**src/rtl/mult_div_pkg.sv**
```systemverilog
// Op encodings, FSM states and op-decode helpers shared by the
// sequential multiply/divide unit and its bench.
package mult_div_pkg;

   localparam logic [1:0] OP_MULT  = 2'b00;
   localparam logic [1:0] OP_MULTU = 2'b01;
   localparam logic [1:0] OP_DIV   = 2'b10;
   localparam logic [1:0] OP_DIVU  = 2'b11;

   typedef enum logic [1:0] {
      ST_IDLE,
      ST_CALC,
      ST_SIGN,
      ST_DONE
   } state_t;

   function automatic logic op_is_div(input logic [1:0] op);
      return (op == OP_DIV) || (op == OP_DIVU);
   endfunction

   function automatic logic op_is_signed(input logic [1:0] op);
      return (op == OP_MULT) || (op == OP_DIV);
   endfunction

endpackage

```
**src/rtl/mult_div_negate.sv**
```systemverilog
// Conditional two's-complement negate; used both to take operand
// magnitudes and to restore result signs.
module mult_div_negate #(
   parameter int WIDTH = 32
) (
   input  logic [WIDTH-1:0] i_val,
   input  logic             i_neg,
   output logic [WIDTH-1:0] o_val
);

   assign o_val = i_neg ? (~i_val + WIDTH'(1)) : i_val;

endmodule

```
**src/rtl/mult_div_seq.sv**
```systemverilog
// Radix-2 sequential multiply/divide unit: magnitudes in, one bit per cycle
// through a 2*WIDTH accumulator, signs restored in a final SIGN step.
module mult_div_seq
   import mult_div_pkg::*;
#(
   parameter int WIDTH = 32
) (
   input  logic             clk,
   input  logic             reset,
   input  logic             start,
   input  logic [1:0]       op,
   input  logic [WIDTH-1:0] a,
   input  logic [WIDTH-1:0] b,
   output logic [WIDTH-1:0] hi,
   output logic [WIDTH-1:0] lo,
   output logic             busy,
   output logic             done,
   output logic             div0
);

   localparam int CNT_W = $clog2(WIDTH) + 1;

   state_t             r_state;
   logic [CNT_W-1:0]   r_cnt;
   logic [2*WIDTH-1:0] r_acc;
   logic [WIDTH-1:0]   r_mag_b;
   logic [WIDTH-1:0]   r_hi;
   logic [WIDTH-1:0]   r_lo;
   logic               r_is_div;
   logic               r_neg_q;
   logic               r_neg_r;
   logic               r_busy;
   logic               r_done;
   logic               r_div0;

   logic               w_signed;
   logic [WIDTH-1:0]   w_mag_a;
   logic [WIDTH-1:0]   w_mag_b;
   logic [WIDTH:0]     w_sum;
   logic [WIDTH:0]     w_rsh;
   logic [WIDTH:0]     w_diff;
   logic [2*WIDTH-1:0] w_mul_next;
   logic [2*WIDTH-1:0] w_div_next;
   logic [2*WIDTH-1:0] w_prod;
   logic [WIDTH-1:0]   w_quo;
   logic [WIDTH-1:0]   w_rem;

   assign w_signed = op_is_signed(op);

   mult_div_negate #(.WIDTH(WIDTH)) u_neg_a (
      .i_val (a),
      .i_neg (w_signed & a[WIDTH-1]),
      .o_val (w_mag_a)
   );

   mult_div_negate #(.WIDTH(WIDTH)) u_neg_b (
      .i_val (b),
      .i_neg (w_signed & b[WIDTH-1]),
      .o_val (w_mag_b)
   );

   // Multiply: add b into the upper half when the LSB is set, then shift right.
   assign w_sum      = {1'b0, r_acc[2*WIDTH-1:WIDTH]}
                     + ({1'b0, r_mag_b} & {(WIDTH+1){r_acc[0]}});
   assign w_mul_next = {w_sum, r_acc[WIDTH-1:1]};

   // Divide: shift left into the remainder, keep the difference only if it did not borrow.
   assign w_rsh      = {r_acc[2*WIDTH-1:WIDTH], r_acc[WIDTH-1]};
   assign w_diff     = w_rsh - {1'b0, r_mag_b};
   assign w_div_next = w_diff[WIDTH] ? {w_rsh[WIDTH-1:0], r_acc[WIDTH-2:0], 1'b0}
                                     : {w_diff[WIDTH-1:0], r_acc[WIDTH-2:0], 1'b1};

   mult_div_negate #(.WIDTH(2*WIDTH)) u_neg_prod (
      .i_val (r_acc),
      .i_neg (r_neg_q),
      .o_val (w_prod)
   );

   mult_div_negate #(.WIDTH(WIDTH)) u_neg_quo (
      .i_val (r_acc[WIDTH-1:0]),
      .i_neg (r_neg_q),
      .o_val (w_quo)
   );

   mult_div_negate #(.WIDTH(WIDTH)) u_neg_rem (
      .i_val (r_acc[2*WIDTH-1:WIDTH]),
      .i_neg (r_neg_r),
      .o_val (w_rem)
   );

   // NOTE: state is updated with <= so every register samples pre-edge values.
   always_ff @(posedge clk or negedge reset) begin
      if (!reset) begin
         r_state  <= ST_IDLE;
         r_cnt    <= '0;
         r_acc    <= '0;
         r_mag_b  <= '0;
         r_hi     <= '0;
         r_lo     <= '0;
         r_is_div <= 1'b0;
         r_neg_q  <= 1'b0;
         r_neg_r  <= 1'b0;
         r_busy   <= 1'b0;
         r_done   <= 1'b0;
         r_div0   <= 1'b0;
      end else begin
         r_done <= 1'b0;
         case (r_state)
            ST_IDLE: begin
               if (start) begin
                  r_busy   <= 1'b1;
                  r_is_div <= op_is_div(op);
                  r_neg_q  <= w_signed & (a[WIDTH-1] ^ b[WIDTH-1]);
                  r_neg_r  <= w_signed & a[WIDTH-1];
                  r_mag_b  <= w_mag_b;
                  r_acc    <= {{WIDTH{1'b0}}, w_mag_a};
                  r_cnt    <= CNT_W'(WIDTH);
                  if (op_is_div(op) && (b == '0)) begin
                     r_div0  <= 1'b1;
                     r_state <= ST_DONE;
                  end else begin
                     r_div0  <= 1'b0;
                     r_state <= ST_CALC;
                  end
               end
            end
            ST_CALC: begin
               r_acc <= r_is_div ? w_div_next : w_mul_next;
               r_cnt <= r_cnt - CNT_W'(1);
               if (r_cnt == CNT_W'(1)) begin
                  r_state <= ST_SIGN;
               end
            end
            ST_SIGN: begin
               if (r_is_div) begin
                  r_hi <= w_rem;
                  r_lo <= w_quo;
               end else begin
                  {r_hi, r_lo} <= w_prod;
               end
               r_state <= ST_DONE;
            end
            ST_DONE: begin
               r_done  <= 1'b1;
               r_busy  <= 1'b0;
               r_state <= ST_IDLE;
            end
            default: r_state <= ST_IDLE;
         endcase
      end
   end

   assign hi   = r_hi;
   assign lo   = r_lo;
   assign busy = r_busy;
   assign done = r_done;
   assign div0 = r_div0;

endmodule

```
**config.mk**
```make
export PLATFORM = sky130hd
export DESIGN_NAME = mult_div_seq
export DESIGN_NICKNAME = d
export VERILOG_FILES = /design/src/rtl/mult_div_pkg.sv /design/src/rtl/mult_div_negate.sv /design/src/rtl/mult_div_seq.sv
export SDC_FILE = /design/constraint.sdc
export NUM_CORES = 1
export LEC_CHECK = 0
export BUFFER_PORTS_ARGS = -buffer_cell sky130_fd_sc_hd__buf_2
export CORE_AREA = 4 4 155 157
export CTS_BUF_LIST = sky130_fd_sc_hd__clkbuf_8
export DETAILED_ROUTE_END_ITERATION = 16
export DIE_AREA = 0 0 159 161
export PLACE_DENSITY = 0.85
export REMOVE_ABC_BUFFERS = 1
export SLEW_MARGIN = 20
export SYNTH_ARGS = -nofsm -noshare
export SYNTH_HDL_FRONTEND = slang
export SYNTH_SLANG_ARGS = --single-unit
```
**constraint.sdc**
```tcl
create_clock -name clk -period 4.8 [get_ports clk]
set_input_delay 1.2 -clock clk [delete_from_list [all_inputs] [get_ports clk]]
set_output_delay 1.2 -clock clk [all_outputs]
set_load 0.01 [all_outputs]
```
* Yosys cells after proc, flatten, opt, wreduce, memory -nomap -nowiden
Index checks and enable logic that the tools add are counted.
Storage, ports and cells: input port bits 69, output and inout bits 67, logic and storage cells 71, register bits 174
Operators by class: reductions and logical operators 12, bitwise gates (word level) 10, $add $sub $neg 8, equal/unequal tests 8, mux-type cells 21
Operator list (number):
- 2-to-1 mux 64 bit | 4
- 2-to-1 mux 32 bit | 6
- adder 32 x 1 -> 32 bit, second input constant | 4
- NOT 32 bit | 4
- case mux 64 bit (2 select lines) | 1
- adder 64 x 1 -> 64 bit, second input constant | 1
- NOT 64 bit | 1
- adder 32 x 33 -> 33 bit | 1
- bitwise AND 32 x 33 -> 33 bit | 1
- subtractor 33 x 32 -> 33 bit | 1
- zero test 32 bit | 1
- case mux 6 bit (2 select lines) | 1
- == test 2 bit, second input constant | 4
- case mux 2 bit (4 select lines) | 1
- AND reduction 2 bit | 4
- == test 6 x 1 -> 1 bit, second input constant | 1
- 2-to-1 mux 2 bit | 3
- 2-to-1 mux 6 bit | 1
- subtractor 6 x 1 -> 6 bit, second input constant | 1
- zero test 2 bit | 2
- != test 2 bit, second input constant | 2
- nonzero test 2 bit | 2
- bitwise AND 1 bit | 3
- 2-to-1 mux 1 bit | 3
- other kinds (5) | 6

* Logic depth before layout (Yosys ltp)
Gate-level depths: netlist of run 1.
depth in word-level cells 6, depth in mapped cells 14, gate-level depth less buffers 14

* Modules after synthesis
Synthesis of run 1 repeated with hierarchy kept, for this count alone.
Unflattened totals: cell total of the unflattened synthesis 1915, area total of the unflattened synthesis 16568.4 um2
By module, submodules not included:
- mult_div_seq | cells an instance 1313, instances 1, area each 11811.3 um2, sequential area each 4354.2 um2
- mult_div_negate at u_neg_a ... | cells an instance 99, instances 4, area each 777.0 um2, sequential area each 0.0 um2
- mult_div_negate at u_neg_prod | cells an instance 206, instances 1, area each 1649.1 um2, sequential area each 0.0 um2

* Worst setup path after synthesis of run 1
No wires, ideal clock.
kind reg2reg, start point register r_acc[31], end point register r_acc[45], required time 4.658 ns, stages on the path, launching flop included 15, slack 1.028 ns, setup time 0.142 ns, arrival 3.629 ns, path through dfrtp_1 > inv_1 > ha_1 > fa_1 > nor2b_1 > o31a_1 > o41ai_1 > o21ai_1 > a2111oi_2 > o211ai_1 > a31oi_1 > xnor2_1 > buf_2 > mux2i_1 > o221ai_1
On the way: cells in the longest elaborated chain, start to end 4
Ends and longest elaborated chain:
- start: declaration | RTL line mult_div_seq.sv:25 | logic [2*WIDTH-1:0] r_acc;
- start signal: assignment | RTL line mult_div_seq.sv:116 | r_acc <= {{WIDTH{1'b0}}, w_mag_a};
- start signal: assignment | RTL line mult_div_seq.sv:128 | r_acc <= r_is_div ? w_div_next : w_mul_next;
- subtractor 33 x 32 -> 33 bit | RTL line mult_div_seq.sv:69 | assign w_diff = w_rsh - {1'b0, r_mag_b};
- 2-to-1 mux 64 bit | RTL line mult_div_seq.sv:70 | assign w_div_next = w_diff[WIDTH] ? {w_rsh[WIDTH-1:0], r_acc[WIDTH-2:0], 1'b0}
- 2-to-1 mux 64 bit | RTL line mult_div_seq.sv:128
- case mux 64 bit (2 select lines) | RTL line mult_div_seq.sv:108 | case (r_state)
Every way passes these cells. A chain may end at the register's enable or synchronous reset.

* Worst setup path after layout of run 1
start point register r_acc[31], end point register r_acc[54]
The elaborated chain is that of the path after synthesis.

==> results of run 1 <==
-- cell type report --
cell class | instances | area [sq um] | share of cell area
Antenna cell | 1 | 2.50 | 0.000164
Clock buffer | 17 | 234 | 0.0153
Clock inverter | 14 | 150 | 0.00984
Inverter | 64 | 240 | 0.0157
Multi-Input combinational cell | 1413 | 9010 | 0.590
Sequential cell | 174 | 4360 | 0.285
Tap cell | 285 | 357 | 0.0234
Timing Repair Buffer | 165 | 920 | 0.0602
-- per-layer routing --
layer / routed length (um) / GRT usage / share of wire
met2: 17300 / 0.470 / 0.45
met3: 3030 / 0.0441 / 0.079
met4: 956 / 0.0888 / 0.025
met1: 17000 / 0.411 / 0.44
met5: 0 / 0 / 0
-- state kept, by name, summed over array words and instances (netlist names) --
name / count
r_acc: 64
hi: 32
lo: 32
r_mag_b: 32
r_cnt: 6
r_state: 2
busy: 1
div0: 1
done: 1
r_is_div: 1
r_neg_q: 1
r_neg_r: 1
-- layout by cell type, fill, tap and decap left out, drive strengths merged, types with 7 or more instances in the layout --
master	instances
a211oi	13
a21o	24
a21oi	169
a22oi	24
a31oi	12
and2	9
buf	165
clkbuf	17
dfrtp	174
ha	74
inv	72
mux2	9
mux2i	59
nand2	195
nand2b	13
nand3	22
nand3b	7
nor2	187
nor2b	12
nor3	27
nor4	21
o211ai	9
o21a	12
o21ai	183
o21bai	8
o22ai	7
o31ai	18
o41ai	13
or2	10
or3	23
or4	12
xnor2	100
xor2	76
-- report_power, final --
part	total (uW)	internal [uW]	switching (uW)	leakage, uW
Clock	1050	430	618	0.000193
Sequential	2950	2150	799	0.00210
Combinational	7080	2880	4200	0.00447
Total	11100	5460	5620	0.00676
-- through the flow --
step / utilization / hold slack [ps]
detailed placement: 0.661 / 468
finish: 0.678 / 488
global placement: 0.660 / 458
floorplan: - / 450
CTS: 0.678 / 494
global route: 0.678 / 510
-- critical path, cell delays in order, from the launching register on --
cell	delay, ps
dfrtp_1	430
inv_1	170
ha_1	220
fa_1	220
nor2b_1	70
o31a_1	290
o41ai_2	440
o21ai_1	270
a2111oi_2	430
o211ai_1	150
a31oi_1	410
xnor2_4	370
buf_4	310
mux2i_1	230
o221ai_1	130
-- logic make-up (layout without fill, tap and decap cells) --
| kind of cell | Yosys count | after routing | share of synthesized area |
|---|---|---|---|
| compound gates | 529 | 529 | 0.228 |
| xor+xnor | 176 | 176 | 0.111 |
| fa+ha+maj | 76 | 76 | 0.0695 |
| buf+inv | 156 | 260 | 0.0425 |
| flops | 174 | 174 | 0.313 |
| mux | 68 | 68 | 0.0498 |
| other cells | 0 | 1 | 0 |
| simple gates | 564 | 564 | 0.186 |
-- what timing repair did --
item / 4_1_cts / 5_1_grt
setup endpoints to repair: 0 / 6
setup buffers: 0 / 0
resized for setup: 0 / 1
-- worst paths after layout --
kind,depth (start not counted),to,startpoint,slack [ps]
max,14,r_acc[54],r_acc[31],480
min,2,r_mag_b[18],r_mag_b[18],490
max reg2reg,14,r_acc[54],r_acc[31],480
min reg2reg,2,r_mag_b[18],r_mag_b[18],490
max in group asynchronous,2,hi[18],reset,3040
min in group asynchronous,1,lo[15],reset,740
==> results.tsv, run 1 <==
metric	value	unit
outcome	finished clean	
wl_per_cell	18.0	um
hp-class	reg2reg	
synthArstFlopShare	1.00	
synth_top_area_cell	dfrtp_1	
drive_gt1_frac	0.125	
fin_ws	480	ps
ys_seq_area_frac	0.313	
dp_worst_setup_slack	344	ps
cap_violations	0	
grt_pass1_wl	62400	um
fin_skew	17.8	ps
n_fill_cell	1864	
gr-total-overflow	0	
cts-root-buf	clkbuf_8	
clock_path_buffers	2	
synthDominantCellAreaShare	0.313	
setup_viol	0	
boundaryPins	136	
avgSynthCellArea	7.98	sq um
worst_ep_required_time	5110	ps
syn_area	0.0139	sq mm
grt_usage	0.292	
yosys_most_used_dff	dfrtp_1	
cts_num_sinks	174	
crit_arrival	4640	ps
grt_max_degree	85	
synthToLayoutAreaGrowth	9.77	%
fmaxAchievable	0.231	GHz
gp_congestion	0.948	
period_needed	4320	ps
antenna_found_initial	1	
chipWidth	159	um
dp_hpwl	29000	um
report.power.total	11100	uW
final_cell_area	0.0153	sq mm
synth.distinct_cells	71	
fin_crit_sh	0.900	
crit_path_end_kind	flip-flop	
fp.dieH	161	um
ctsHoldBuffers	0	
worst_pin_slew	1070	ps
place_inst	2101	
fin_setup_tns	0	ps
detail_route.first_pass.iterations	5	
p_leak	0.00676	uW
place_area	0.0149	sq mm
report.final.slew_viol_count	0	
power_density	726	mW/mm^2
start_util	0.618	
ys_ff_latch	174	
crit_path_start_kind	flip-flop	
wl	38300	um
first_iter_violations	1450	
drtAntennaViolNets	0	
route.detailed.vias_per_inst	6.24	
crit_type	reg2reg	
relSlewSlack	0.282	
row_count	55	
synth_edf_count	0	
first_global_vias	12417	
synth_most_common_cell	nand2_1	
port_buffers	135	
peakVddDrop	384	uV
synth_common_cells	nand2_1, nor2_1, o21ai_0	
htreeDepth	4	
die_area	0.0256	sq mm
synthCells	1743	
synth_area_leaders	dfrtp_1, ha_1, o21ai_0	
drc_errors	0	
vias	13304	
yosys_warnings	0	
crit_fanout	21	
cts_tree	built	
rsz0062_at_grt	no	
final_cells	2133	
clk_latency	480	ps
final_nets	1980	
finalHoldViolCount	0	
core_area	0.0225	sq mm
cts_buffers	17	
clkTransAtPathRegs	100	ps
No activity file was read; power rests on OpenSTA's default activity.
==> run 2, diff against run 1 <==
CORE_AREA = 4 4 156 158   (was 4 4 155 157)
CTS_BUF_LIST = default   (was sky130_fd_sc_hd__clkbuf_8)
DIE_AREA = 0 0 160 162   (was 0 0 159 161)
PLACE_DENSITY = 0.84   (was 0.85)
RECOVER_POWER = 50   (was default)
==> run 2 against run 1 <==
Effect of this change: the run now ends with max-capacitance violations, max-slew violations left; clock skew rose by 1.7 ps; clock power rose by 31%; worst setup slack got worse by 130 ps; register-to-register slack got worse by 130 ps; first-iteration DRC count rose by 0.14%; global-route usage rose by 0.28 points; final area rose by 0.66%; non-clock buffer count fell by 6; count of clock-buffer cells in the layout did not move; critical path type unchanged; largest power group unchanged.
==> results.tsv, run 2 (synthesis results as in run 1) <==
metric	value	unit
drive_gt1_frac	0.115	
worst_pin_slew	2610	ps
vias	13314	
wl_met1	16500	um
chipWidth	160	um
reg2reg_depth	14	
reg2reg_from	r_acc[31]	
crit_path_start_kind	flip-flop	
fmaxAchievable	0.225	GHz
ctsHoldBuffers	0	
row_count	56	
crit_fanout	25	
drc_errors	0	
fp.dieH	162	um
cts_num_sinks	174	
core_area	0.0231	sq mm
dp_hpwl	28400	um
report.final.slew_viol_count	188	
worst_ep_required_time	5060	ps
cap_violations	3	
r2r_end	r_acc[45]	
fin_ws	347	ps
clk_latency	450	ps
clkTransAtPathRegs	70	ps
wl_per_cell	18.0	um
layout_commonest_cell	nand2_1	
dr_wl_met2	17700	um
wl	38300	um
grt_pass1_wl	63700	um
clock_path_buffers	2	
synthToLayoutAreaGrowth	10.5	%
finalHoldViolCount	0	
cts_tree	built	
mostFrequentLayoutCells	nand2_1, nor2_1, o21ai_0	
num_antenna_cells	0	
die_area	0.0259	sq mm
wl_met3	3140	um
largest_reg_flops	64	
drtAntennaViolNets	0	
first_iter_violations	1452	
grt_max_degree	106	
report.power.total	11400	uW
hp-start	r_mag_b[17]	
cts_resized	0	
grt_usage	0.295	
r2r_slack	350	ps
rsz0062_at_grt	no	
start_util	0.601	
detail_route.first_pass.iterations	7	
route.detailed.vias_per_inst	6.24	
antenna_found_initial	0	
fin_crit_sh	0.928	
whs_endpoint	r_mag_b[17]	
post-route-util	0.665	
power_density	739	mW/mm^2
crit_arrival	4720	ps
gr-total-overflow	0	
cts_buffers	17	
p_leak	0.00677	uW
hp-class	reg2reg	
final_nets	1974	
htreeDepth	4	
cts-root-buf	clkbuf_16	
relSlewSlack	-0.738	
highest_layer	met4	
dp_worst_setup_slack	443	ps
largest-register	r_acc	
holdPathStages	2	
first_global_vias	12711	
post_cts_buffers	0	
peakVddDrop	402	uV
crit_type	reg2reg	
violations	max-capacitance violations, max-slew violations	
crit_path_end_kind	flip-flop	
setup_viol	0	
gp_congestion	0.970	
fin_skew	19.4	ps
boundaryPins	136	
period_needed	4450	ps
outcome	complete, but fails checks	
port_buffers	135	
-- run 2: metal layers --
layer	up-vias	track usage
met2	620	0.474
li1	6362	-
met1	6228	0.405
met4	0	0.0966
met3	104	0.0558
met5	-	0
-- run 2: metrics by stage --
step	setup TNS (ps)	cell area, sq um	std cells	hold WS, ps
after floorplan	-11120	13600	1651	450
after global placement	0	14800	2099	460
after detailed placement	0	14800	2099	471
after CTS	0	15400	2131	487
after global routing	0	15400	2132	499
final	0	15400	2132	482
-- run 2: worst max path at each step --
stage          startpoint     endpoint  slack (ps)  cells after the start
4_1_cts         r_acc[31]    r_acc[45]         420                     14
3_3_place_gp         b[4]  r_mag_b[28]         650                     10
3_5_place_dp    r_acc[31]    r_acc[39]         440                     14
2_1_floorplan   r_acc[31]    r_acc[32]        -500                     13
5_1_grt             reset  r_mag_b[17]           9                      3
6_report        r_acc[31]    r_acc[45]         350                     14
-- run 2: critical path, stage by stage, from the launching register on --
cell and delay, ps:
dfrtp_1 410, inv_1 160, ha_1 220, fa_1 220
nor2b_1 70, o31a_1 290, o41ai_1 570, o21ai_1 360
a2111oi_2 520, o211ai_1 160, a31oi_1 280, xnor2_2 340
buf_12 300, mux2i_1 220, o221ai_1 130
-- run 2: cell type report --
class,instances,area [sq um]
clock buffers,17,425
clock inverters,15,148
fillers,1945,7760
inverters,64,240
multi-input cells,1413,8970
flip-flops and latches,174,4360
well taps,290,363
repair buffers,159,858
-- run 2: power breakdown --
part	switching [uW]	total (uW)	internal (uW)	leakage, uW
logic	4170	7020	2850	0.00440
registers	807	2960	2160	0.00210
clock network	690	1380	689	0.000275
==> run 3, diff against run 2 <==
clock period = 5.1 ns   (was 4.8 ns; I/O delays follow)
==> run 3 against run 2 <==
Effect of this change: sequential share of layout area grew 0.093 points; first-iteration DRC count fell by 9.3%; die area stayed put; the flow still finishes with violations (max-capacitance violations, max-slew violations); register-to-register slack better by 400 ps; clock skew down 4.4 ps; final area shrank 0.33%.
==> results.tsv, run 3 (synthesis results as in run 1) <==
metric	value	unit
worst_pin_slew	2110	ps
boundaryPins	136	
start_util	0.601	
vias	13174	
power_density	695	mW/mm^2
die_area	0.0259	sq mm
largest-register	r_acc	
r2r_slack	750	ps
crit_arrival	4630	ps
first_global_vias	12508	
ctsHoldBuffers	0	
pwr-share-clk	0.121	
synthToLayoutAreaGrowth	10.1	%
fmaxAchievable	0.230	GHz
first_iter_violations	1317	
drc_errors	0	
fp.dieH	162	um
hold_slack	480	ps
mostFrequentLayoutCells	nand2_1, nor2_1, o21ai_0	
final_nets	1969	
intPower	5340	uW
gp_congestion	0.971	
period_needed	4350	ps
place_area	0.0148	sq mm
crit_path_start_kind	flip-flop	
share_comb_of_total_power	0.615	
cts_buffers	17	
crit_fanout	12	
fin_setup_tns	0	ps
outcome	complete, but fails checks	
clkTransAtPathRegs	70	ps
holdPathStages	2	
relSlewSlack	-0.403	
largest_reg_flops	64	
fin_crit_sh	0.853	
hp-start	r_mag_b[13]	
crit_path_end_kind	flip-flop	
detail_route.first_pass.iterations	6	
r2r_end	r_acc[53]	
num_antenna_cells	0	
row_count	56	
drive_gt1_frac	0.112	
rsz0062_at_grt	no	
report.power.total	10600	uW
cap_violations	3	
antenna_found_initial	0	
seqPwrFrac	0.264	
violations	max-capacitance violations, max-slew violations	
final_cell_area	0.0153	sq mm
power.switching	5300	uW
setup_viol	0	
swShare	0.498	
reg2reg_from	r_acc[31]	
grt_pass1_wl	62500	um
reg2reg_depth	14	
cts-root-buf	clkbuf_16	
port_buffers	135	
clk_latency	440	ps
n_fill_cell	2017	
htreeDepth	4	
core_area	0.0231	sq mm
peakVddDrop	302	uV
drtAntennaViolNets	0	
dp_hpwl	28300	um
finalHoldViolCount	0	
hp-class	reg2reg	
post_cts_buffers	0	
whs_endpoint	r_mag_b[13]	
wl_per_cell	17.8	um
chipWidth	160	um
p_leak	0.00674	uW
crit_type	reg2reg	
cts_tree	built	
cts_num_sinks	174	
wl	38000	um
route.detailed.vias_per_inst	6.19	
report.final.slew_viol_count	210	
worst_ep_required_time	5380	ps
cts_resized	0	
layout_commonest_cell	nand2_1	
gr-total-overflow	0	
fin_skew	15.0	ps
grt_max_degree	83	
clock_path_buffers	2	
grt_usage	0.288	
run 3: cell count changes in the layout (fill, tap and decap cells not counted), moves of 2 or more:
| cell | delta |
|---|---|
| buf_4 | -3 |
| buf_2 | -2 |
| clkbuf_1 | +2 |
| inv_6 | +2 |
run 3: how the worst max path moves through the flow:
stage / startpoint / to / slack, ps / depth (start not counted)
floorplan: r_acc[31] / r_acc[32] / -200 / 13
global placement: b[4] / r_mag_b[28] / 920 / 10
detailed placement: b[4] / r_mag_b[28] / 790 / 10
CTS: r_acc[31] / r_acc[54] / 740 / 14
global route: reset / r_mag_b[31] / 340 / 2
finish: r_acc[31] / r_acc[53] / 750 / 14
run 3: per-layer routing:
metal  wire length, um  share of wire  global-route usage  vias up
met5                 0              0                   0        -
met4               839          0.022              0.0876        0
met3              2840          0.075              0.0454       77
met2             17300           0.46               0.461      551
met1             17000           0.45               0.406     6197
li1                  -              -                   -     6349
run 3: area by class of cell:
cell class	instances	area, sq um	area share
multi-input combinational	1413	8980	0.586
sequential	174	4360	0.284
timing repair buffer	154	810	0.0529
clock buffer	19	443	0.0289
tap	290	363	0.0237
inverter	64	240	0.0157
clock inverter	13	124	0.00809
run 3: power groups by stage:
stage / Sequential [uW] / Combinational [uW] / Clock [uW]
final: 2810 / 6540 / 1290
after global routing: 2900 / 7250 / 1360
after CTS: 2780 / 6470 / 1290
after detailed placement: 2800 / 6420 / 0
after global placement: 2770 / 6280 / 0
after floorplan: 2780 / 4650 / 0
run 3: metrics by stage:
step	worst slack, ps	util	std cells
2_1_floorplan	-202	-	1651
3_3_place_gp	918	0.640	2095
3_5_place_dp	794	0.640	2095
4_1_cts	743	0.664	2127
5_1_grt	341	0.662	2127
6_report	751	0.662	2127
run 3: worst max-delay path: stages (launching register included):
cell and delay, ps:
dfrtp_1 420, inv_1 180, ha_1 220, fa_1 210
nor2b_1 70, o31a_1 280, o41ai_1 490, o21ai_1 300
a2111oi_2 470, o211ai_1 200, a31oi_1 300, xnor2_2 360
buf_4 310, mux2i_1 230, o221ai_1 140
